--- src/rtl/chaos_pkg.sv ---
// Shared definitions for the chaos configuration loader.
// Provides the word width, the loader state encoding and the GPIO status
// codes, plus a helper that maps a state to its status code.
package chaos_pkg;

  localparam int WORD_W = 32;

  typedef enum logic [2:0] {
    ST_IDLE     = 3'd0,
    ST_WAIT     = 3'd1,
    ST_SHIFT_LO = 3'd2,
    ST_SHIFT_HI = 3'd3,
    ST_LATCH    = 3'd4,
    ST_DONE     = 3'd5
  } state_t;

  localparam logic [15:0] STATUS_IDLE  = 16'hAB00;
  localparam logic [15:0] STATUS_WAIT  = 16'hAB40;
  localparam logic [15:0] STATUS_SHIFT = 16'hAB41;
  localparam logic [15:0] STATUS_LATCH = 16'hAB51;

  function automatic logic [15:0] status_code(input state_t s);
    logic [15:0] code;
    case (s)
      ST_WAIT:                  code = STATUS_WAIT;
      ST_SHIFT_LO, ST_SHIFT_HI: code = STATUS_SHIFT;
      ST_LATCH, ST_DONE:        code = STATUS_LATCH;
      default:                  code = STATUS_IDLE;
    endcase
    return code;
  endfunction

endpackage

--- src/rtl/chaos_clk_phase_counter.sv ---
// Shift-clock phase timer.
// Ports:
//   clk    - system clock
//   rst    - asynchronous active-high reset
//   load   - hold the timer at the start of a phase
//   expire - high on the last cycle of a CLK_DIV-cycle phase
// While not loaded the timer counts down and reloads itself on expiry, so
// consecutive phases each last exactly CLK_DIV cycles.
module chaos_clk_phase_counter #(
  parameter int CLK_DIV = 2
) (
  input  logic clk,
  input  logic rst,
  input  logic load,
  output logic expire
);

  localparam logic [7:0] RELOAD = 8'(CLK_DIV - 1);

  logic [7:0] cnt;

  assign expire = (cnt == '0);

  always_ff @(posedge clk or posedge rst) begin
    if (rst) begin
      cnt <= RELOAD;
    end else if (load || expire) begin
      cnt <= RELOAD;
    end else begin
      cnt <= cnt - 8'd1;
    end
  end

endmodule

--- src/rtl/chaos_config_shifter.sv ---
// Serial configuration loader for the chaos automaton cell array.
// Accepts 32-bit words, shifts them MSB-first into the configuration chain
// with a generated shift clock, and pulses latch after CHAIN_WORDS words.
// Ports:
//   wb_clk_i, wb_rst_i       - system clock, async active-high reset
//   start_i                  - begin/restart a load session (aborts any load)
//   data_i, valid_i, ready_o - word handshake (transfer on valid_i && ready_o)
//   shift_clk_o/data_o/en_o  - configuration chain interface
//   latch_o                  - one-cycle transfer pulse after the last word
//   busy_o, done_o           - session active / sticky load-complete
//   words_o                  - words shifted in this session
//   status_o                 - progress code for the GPIO status pins
// All outputs are registered.
module chaos_config_shifter
  import chaos_pkg::*;
#(
  parameter int CHAIN_WORDS = 4,
  parameter int CLK_DIV     = 2
) (
  input  logic              wb_clk_i,
  input  logic              wb_rst_i,
  input  logic              start_i,
  input  logic [WORD_W-1:0] data_i,
  input  logic              valid_i,
  output logic              ready_o,
  output logic              shift_clk_o,
  output logic              shift_data_o,
  output logic              shift_en_o,
  output logic              latch_o,
  output logic              busy_o,
  output logic              done_o,
  output logic [15:0]       words_o,
  output logic [15:0]       status_o
);

  localparam logic [15:0] LAST_WORD = 16'(CHAIN_WORDS);

  state_t            state, state_nx;
  logic [WORD_W-1:0] shreg, shreg_nx;
  logic [4:0]        bit_cnt;
  logic              phase_end, in_shift, phase_load;
  logic              accept, bit_step, shifting_nx;
  logic [15:0]       words_inc;

  assign in_shift    = (state == ST_SHIFT_LO) || (state == ST_SHIFT_HI);
  assign phase_load  = !in_shift;
  assign accept      = (state == ST_WAIT) && valid_i && ready_o && !start_i;
  assign bit_step    = (state == ST_SHIFT_HI) && phase_end;
  assign words_inc   = (words_o == LAST_WORD) ? words_o : words_o + 16'd1;
  assign shifting_nx = (state_nx == ST_SHIFT_LO) || (state_nx == ST_SHIFT_HI);

  chaos_clk_phase_counter #(.CLK_DIV(CLK_DIV)) u_phase (
    .clk    (wb_clk_i),
    .rst    (wb_rst_i),
    .load   (phase_load),
    .expire (phase_end)
  );

  always_ff @(posedge wb_clk_i or posedge wb_rst_i) begin
    if (wb_rst_i) state <= ST_IDLE;
    else          state <= state_nx;
  end

  always_comb begin
    state_nx = state;
    if (start_i) begin
      state_nx = ST_WAIT;
    end else begin
      case (state)
        ST_WAIT:     if (accept) state_nx = ST_SHIFT_LO;
        ST_SHIFT_LO: if (phase_end) state_nx = ST_SHIFT_HI;
        ST_SHIFT_HI: begin
          if (phase_end) begin
            if (bit_cnt != '1)            state_nx = ST_SHIFT_LO;
            else if (words_inc == LAST_WORD) state_nx = ST_LATCH;
            else                          state_nx = ST_WAIT;
          end
        end
        ST_LATCH:    state_nx = ST_DONE;
        default:     state_nx = state;
      endcase
    end
  end

  always_comb begin
    shreg_nx = shreg;
    if (accept)        shreg_nx = data_i;
    else if (bit_step) shreg_nx = {shreg[WORD_W-2:0], 1'b0};
  end

  // Chain outputs are registered from the next state so they line up with
  // the state itself; shift_data_o follows the MSB of the next shift
  // register value, so it only moves on a LO-phase entry.
  always_ff @(posedge wb_clk_i or posedge wb_rst_i) begin
    if (wb_rst_i) begin
      shreg        <= '0;
      bit_cnt      <= '0;
      ready_o      <= 1'b0;
      shift_clk_o  <= 1'b0;
      shift_data_o <= 1'b0;
      shift_en_o   <= 1'b0;
      latch_o      <= 1'b0;
      busy_o       <= 1'b0;
      done_o       <= 1'b0;
      words_o      <= '0;
      status_o     <= STATUS_IDLE;
    end else begin
      shreg        <= shreg_nx;
      shift_en_o   <= shifting_nx;
      shift_clk_o  <= (state_nx == ST_SHIFT_HI);
      shift_data_o <= shifting_nx ? shreg_nx[WORD_W-1] : 1'b0;
      latch_o      <= (state_nx == ST_LATCH);
      busy_o       <= (state_nx != ST_IDLE) && (state_nx != ST_DONE);
      status_o     <= status_code(state);
      // ready rises one cycle after WAIT is entered and drops on handshake.
      ready_o      <= (state == ST_WAIT) && (state_nx == ST_WAIT) && !start_i;

      if (accept)        bit_cnt <= '0;
      else if (bit_step) bit_cnt <= bit_cnt + 5'd1;

      if (start_i) begin
        words_o <= '0;
        done_o  <= 1'b0;
      end else begin
        if (bit_step && (bit_cnt == '1)) words_o <= words_inc;
        if (state_nx == ST_DONE)         done_o  <= 1'b1;
      end
    end
  end

endmodule

--- config.mk ---
export PLATFORM = sky130hd
export DESIGN_NAME = chaos_config_shifter
export DESIGN_NICKNAME = d
export VERILOG_FILES = /design/src/rtl/chaos_pkg.sv /design/src/rtl/chaos_clk_phase_counter.sv /design/src/rtl/chaos_config_shifter.sv
export SDC_FILE = /design/constraint.sdc
export NUM_CORES = 1
export LEC_CHECK = 0
export CAP_MARGIN = 30
export CORE_MARGIN = 2
export CORE_UTILIZATION = 52
export CTS_CLUSTER_SIZE = 30
export DETAILED_ROUTE_END_ITERATION = 8
export GPL_ROUTABILITY_DRIVEN = 0
export PLACE_DENSITY = 0.77
export REMOVE_ABC_BUFFERS = 1
export SLEW_MARGIN = 20
export SYNTH_ARGS = -nofsm -noshare
export SYNTH_HDL_FRONTEND = slang
export SYNTH_SLANG_ARGS = --single-unit
--- constraint.sdc ---
create_clock -name wb_clk_i -period 3.6 [get_ports wb_clk_i]
set_clock_uncertainty 0.15 [all_clocks]
set_input_delay 0.72 -clock wb_clk_i [delete_from_list [all_inputs] [get_ports wb_clk_i]]
set_output_delay 0.72 -clock wb_clk_i [all_outputs]
set_load 0.005 [all_outputs]
==> results.cfg <==
[sta]
slew_headroom_pct = 60.7
finalSetupViolations = 0
rsz0062_at_grt = false
fmax_mhz = 358
fin_ws_ps = 809
drv_slew = 0
setup_tns_ps = 0
finalHoldViolations = 0
finalCriticalPeriod_ps = 2790
post-route-period-util_pct = 77.5
worst_pin_slew_ps = 589

[critical_path]
worstPathRequired_ps = 3690
startpoint_type = register
crit_fanout = 8
worst-setup-path-type = reg2reg
cp-end-kind = register
critical_path_arrival_ps = 2880
reg2reg_depth = 8

[power]
ir_worst_vdd_mv = 0.280
cellPowerDensity_nw_per_um2 = 396
intPower_mw = 1.36
swShare_pct = 26.7
power.leakage_nw = 2.09
comb_power_share_pct = 13.7
p_sw_mw = 0.497
power.clock.fraction_pct = 30.5
p_seq_share_pct = 55.8

[grt]
overflow = 0
grt_first_pass_wirelength_um = 12900
grt_pass1_vias = 2812
grt_max_degree = 72
antenna_found_initial = 0
grt_usage_pct = 19.4

[floorplan]
core-area_um2 = 7290
top_level_ports = 75
rows = 31
start_util_pct = 53.9
die_w_um = 90.9
dieArea_um2 = 8270
die_y_um = 90.9

[job]
maxCapViolCount = 0

[worst_hold_path]
min_path_type = reg2reg
hold_path_depth = 1

[synthesis]
yosys_register_bits = 74
synth-async-reset-ratio_pct = 100
synthFlopType = dfrtp_1
muxShareOfSynthArea_pct = 7.90
yosys-top-cells-area = dfrtp_1 46%, mux2i_1 7.9%, nand2_1 4.9%, o21ai_0 4.7%, xnor2_1 3.3%
synthAdderAreaFrac_pct = 2.55
yosysWarnings = 0
synth_xor_area_share_pct = 6.24
syn_area_um2 = 3930
synth_most_common_cell = dfrtp_1
synth_compound_area_share_pct = 9.07
synth.top_cell.area_share_pct = 46.5
synth_edf_count = 0
ys_seq_area_share_pct = 47.2
synth_area_leader_cell = dfrtp_1
synth_common_cells = 73 x dfrtp_1, 51 x nand2_1, 37 x o21ai_0, 33 x nor2_1, 31 x mux2i_1
synth-simple-area-share_pct = 19.5
yosysUniqueCellTypes = 57
synthCells = 400
synth_top_family_by_area = simple AND/OR/NAND/NOR gates
synth_area_per_cell_um2 = 9.83

[drt]
wirelength_um = 7420
wl_per_cell_um = 13.3
routed_via_density = 5.25
drt_iter0_markers = 216
antenna_left = 0
drt-pass1-iter-count = 4
drc = 0
vias = 2927

[layout]
nets = 497
multiInputGateArea_um2 = 1830
fill_cells = 623
finalNonFillerCells = 557
register_area_um2 = 1850
final_area_um2 = 4690
syn2layout_area_growth_pct = 19.5
antennaDiodeCount = 0
drive_above_1_share_pct = 8.73

[clocking]
worstSkewPairLatency_ps = 350
cts_resized = 0
holdBufCountCts = 0
path_clk_slew_ps = 70
h-tree-depth = 3
cts.sinks = 74
cts_buffers = 9
clockBufferDepth = 2
root_buffer = clkbuf_8
cts_tree = built
post_cts_buffers = 0

[placement]
dpl.cell_count = 541
io_buffers = 61
place_ws_ps = 554
place_area_um2 = 4520
dp_hpwl_um = 5190

[run_status]
outcome = completed
-- logic make-up (layout without fill, tap and decap cells) --
kind of cell               count (synthesis)  after routing
and+or+nand+nor                          147            147
xor gates and xnor gates                  28             28
other                                      2             13
muxes                                     31             31
buffers and inverters                     50             97
adders and majority gates                  8              8
DFF                                       74             74
AOI/OAI and AO/OA                         60             60
-- routing by layer --
| layer | vias up | track usage, % | wire length [µm] |
|---|---|---|---|
| met3 | 14 | 4.07 | 387 |
| met2 | 77 | 31.4 | 3580 |
| met1 | 1396 | 24.8 | 3300 |
| met5 | - | 0 | 0 |
| met4 | 0 | 9.60 | 154 |
| li1 | 1440 | - | - |
-- per-stage QoR --
stage / util [%] / hold slack, ps / power, mW
floorplan: - / 289 / 1.20
global placement: 62.0 / 304 / 1.30
detailed placement: 62.0 / 318 / 1.31
CTS: 64.4 / 338 / 1.88
global route: 64.4 / 367 / 1.98
finish: 64.4 / 329 / 1.86
-- path summary, 6_finish.rpt --
kind / slack [ps] / start / endpoint
max: 810 / words_o[0] / done_o
min: 330 / u_phase.cnt[0] / u_phase.cnt[0]
max reg2reg: 810 / words_o[0] / done_o
min reg2reg: 330 / u_phase.cnt[0] / u_phase.cnt[0]
max in group asynchronous: 2000 / wb_rst_i / u_phase.cnt[0]
min in group asynchronous: 600 / wb_rst_i / shreg[8]
-- area by class of cell --
| cell class | count | area share (%) |
|---|---|---|
| inverter | 15 | 1.20 |
| multi-input combinational | 287 | 39.0 |
| timing repair buffer | 66 | 14.1 |
| tap | 99 | 2.64 |
| sequential | 74 | 39.5 |
| clock inverter | 6 | 0.693 |
| clock buffer | 10 | 2.93 |
-- flip-flops by register name, summed over array words and instances (netlist names) --
name,count
done_o,1
latch_o,1
status_o,3
u_phase.cnt,8
busy_o,1
ready_o,1
words_o,16
shift_clk_o,1
shift_en_o,1
shreg,32
state,3
bit_cnt,5
shift_data_o,1
-- cell usage in the layout (no fill, tap or decap), drive strengths merged, types with 9 or more instances in the layout --
cell | synthesis | routed
o21ai | 38 | 38
xor2 | 13 | 13
xnor2 | 15 | 15
conb | 2 | 13
nand3 | 12 | 12
nand2 | 51 | 51
nand4 | 9 | 9
dfrtp | 73 | 73
nor2 | 34 | 34
inv | 15 | 15
clkdlybuf4s50 | 0 | 61
mux2i | 31 | 31
clkbuf | 11 | 10
-- power groups by stage --
stage	logic (mW)	clock network [mW]	registers (mW)
after global placement	0.250	0	1.05
final	0.255	0.567	1.04
after global routing	0.296	0.624	1.06
after floorplan	0.165	0	1.03
after CTS	0.259	0.577	1.04
after detailed placement	0.257	0	1.05
-- critical path, stage by stage (launching register included) --
cell	delay [ps]
dfrtp_1	510
ha_1	330
nand4_1	220
nor4_1	500
nor3_1	80
a31o_1	220
a41oi_1	300
nor2_2	90
a32o_1	270
No activity file was read; power rests on OpenSTA's default activity.
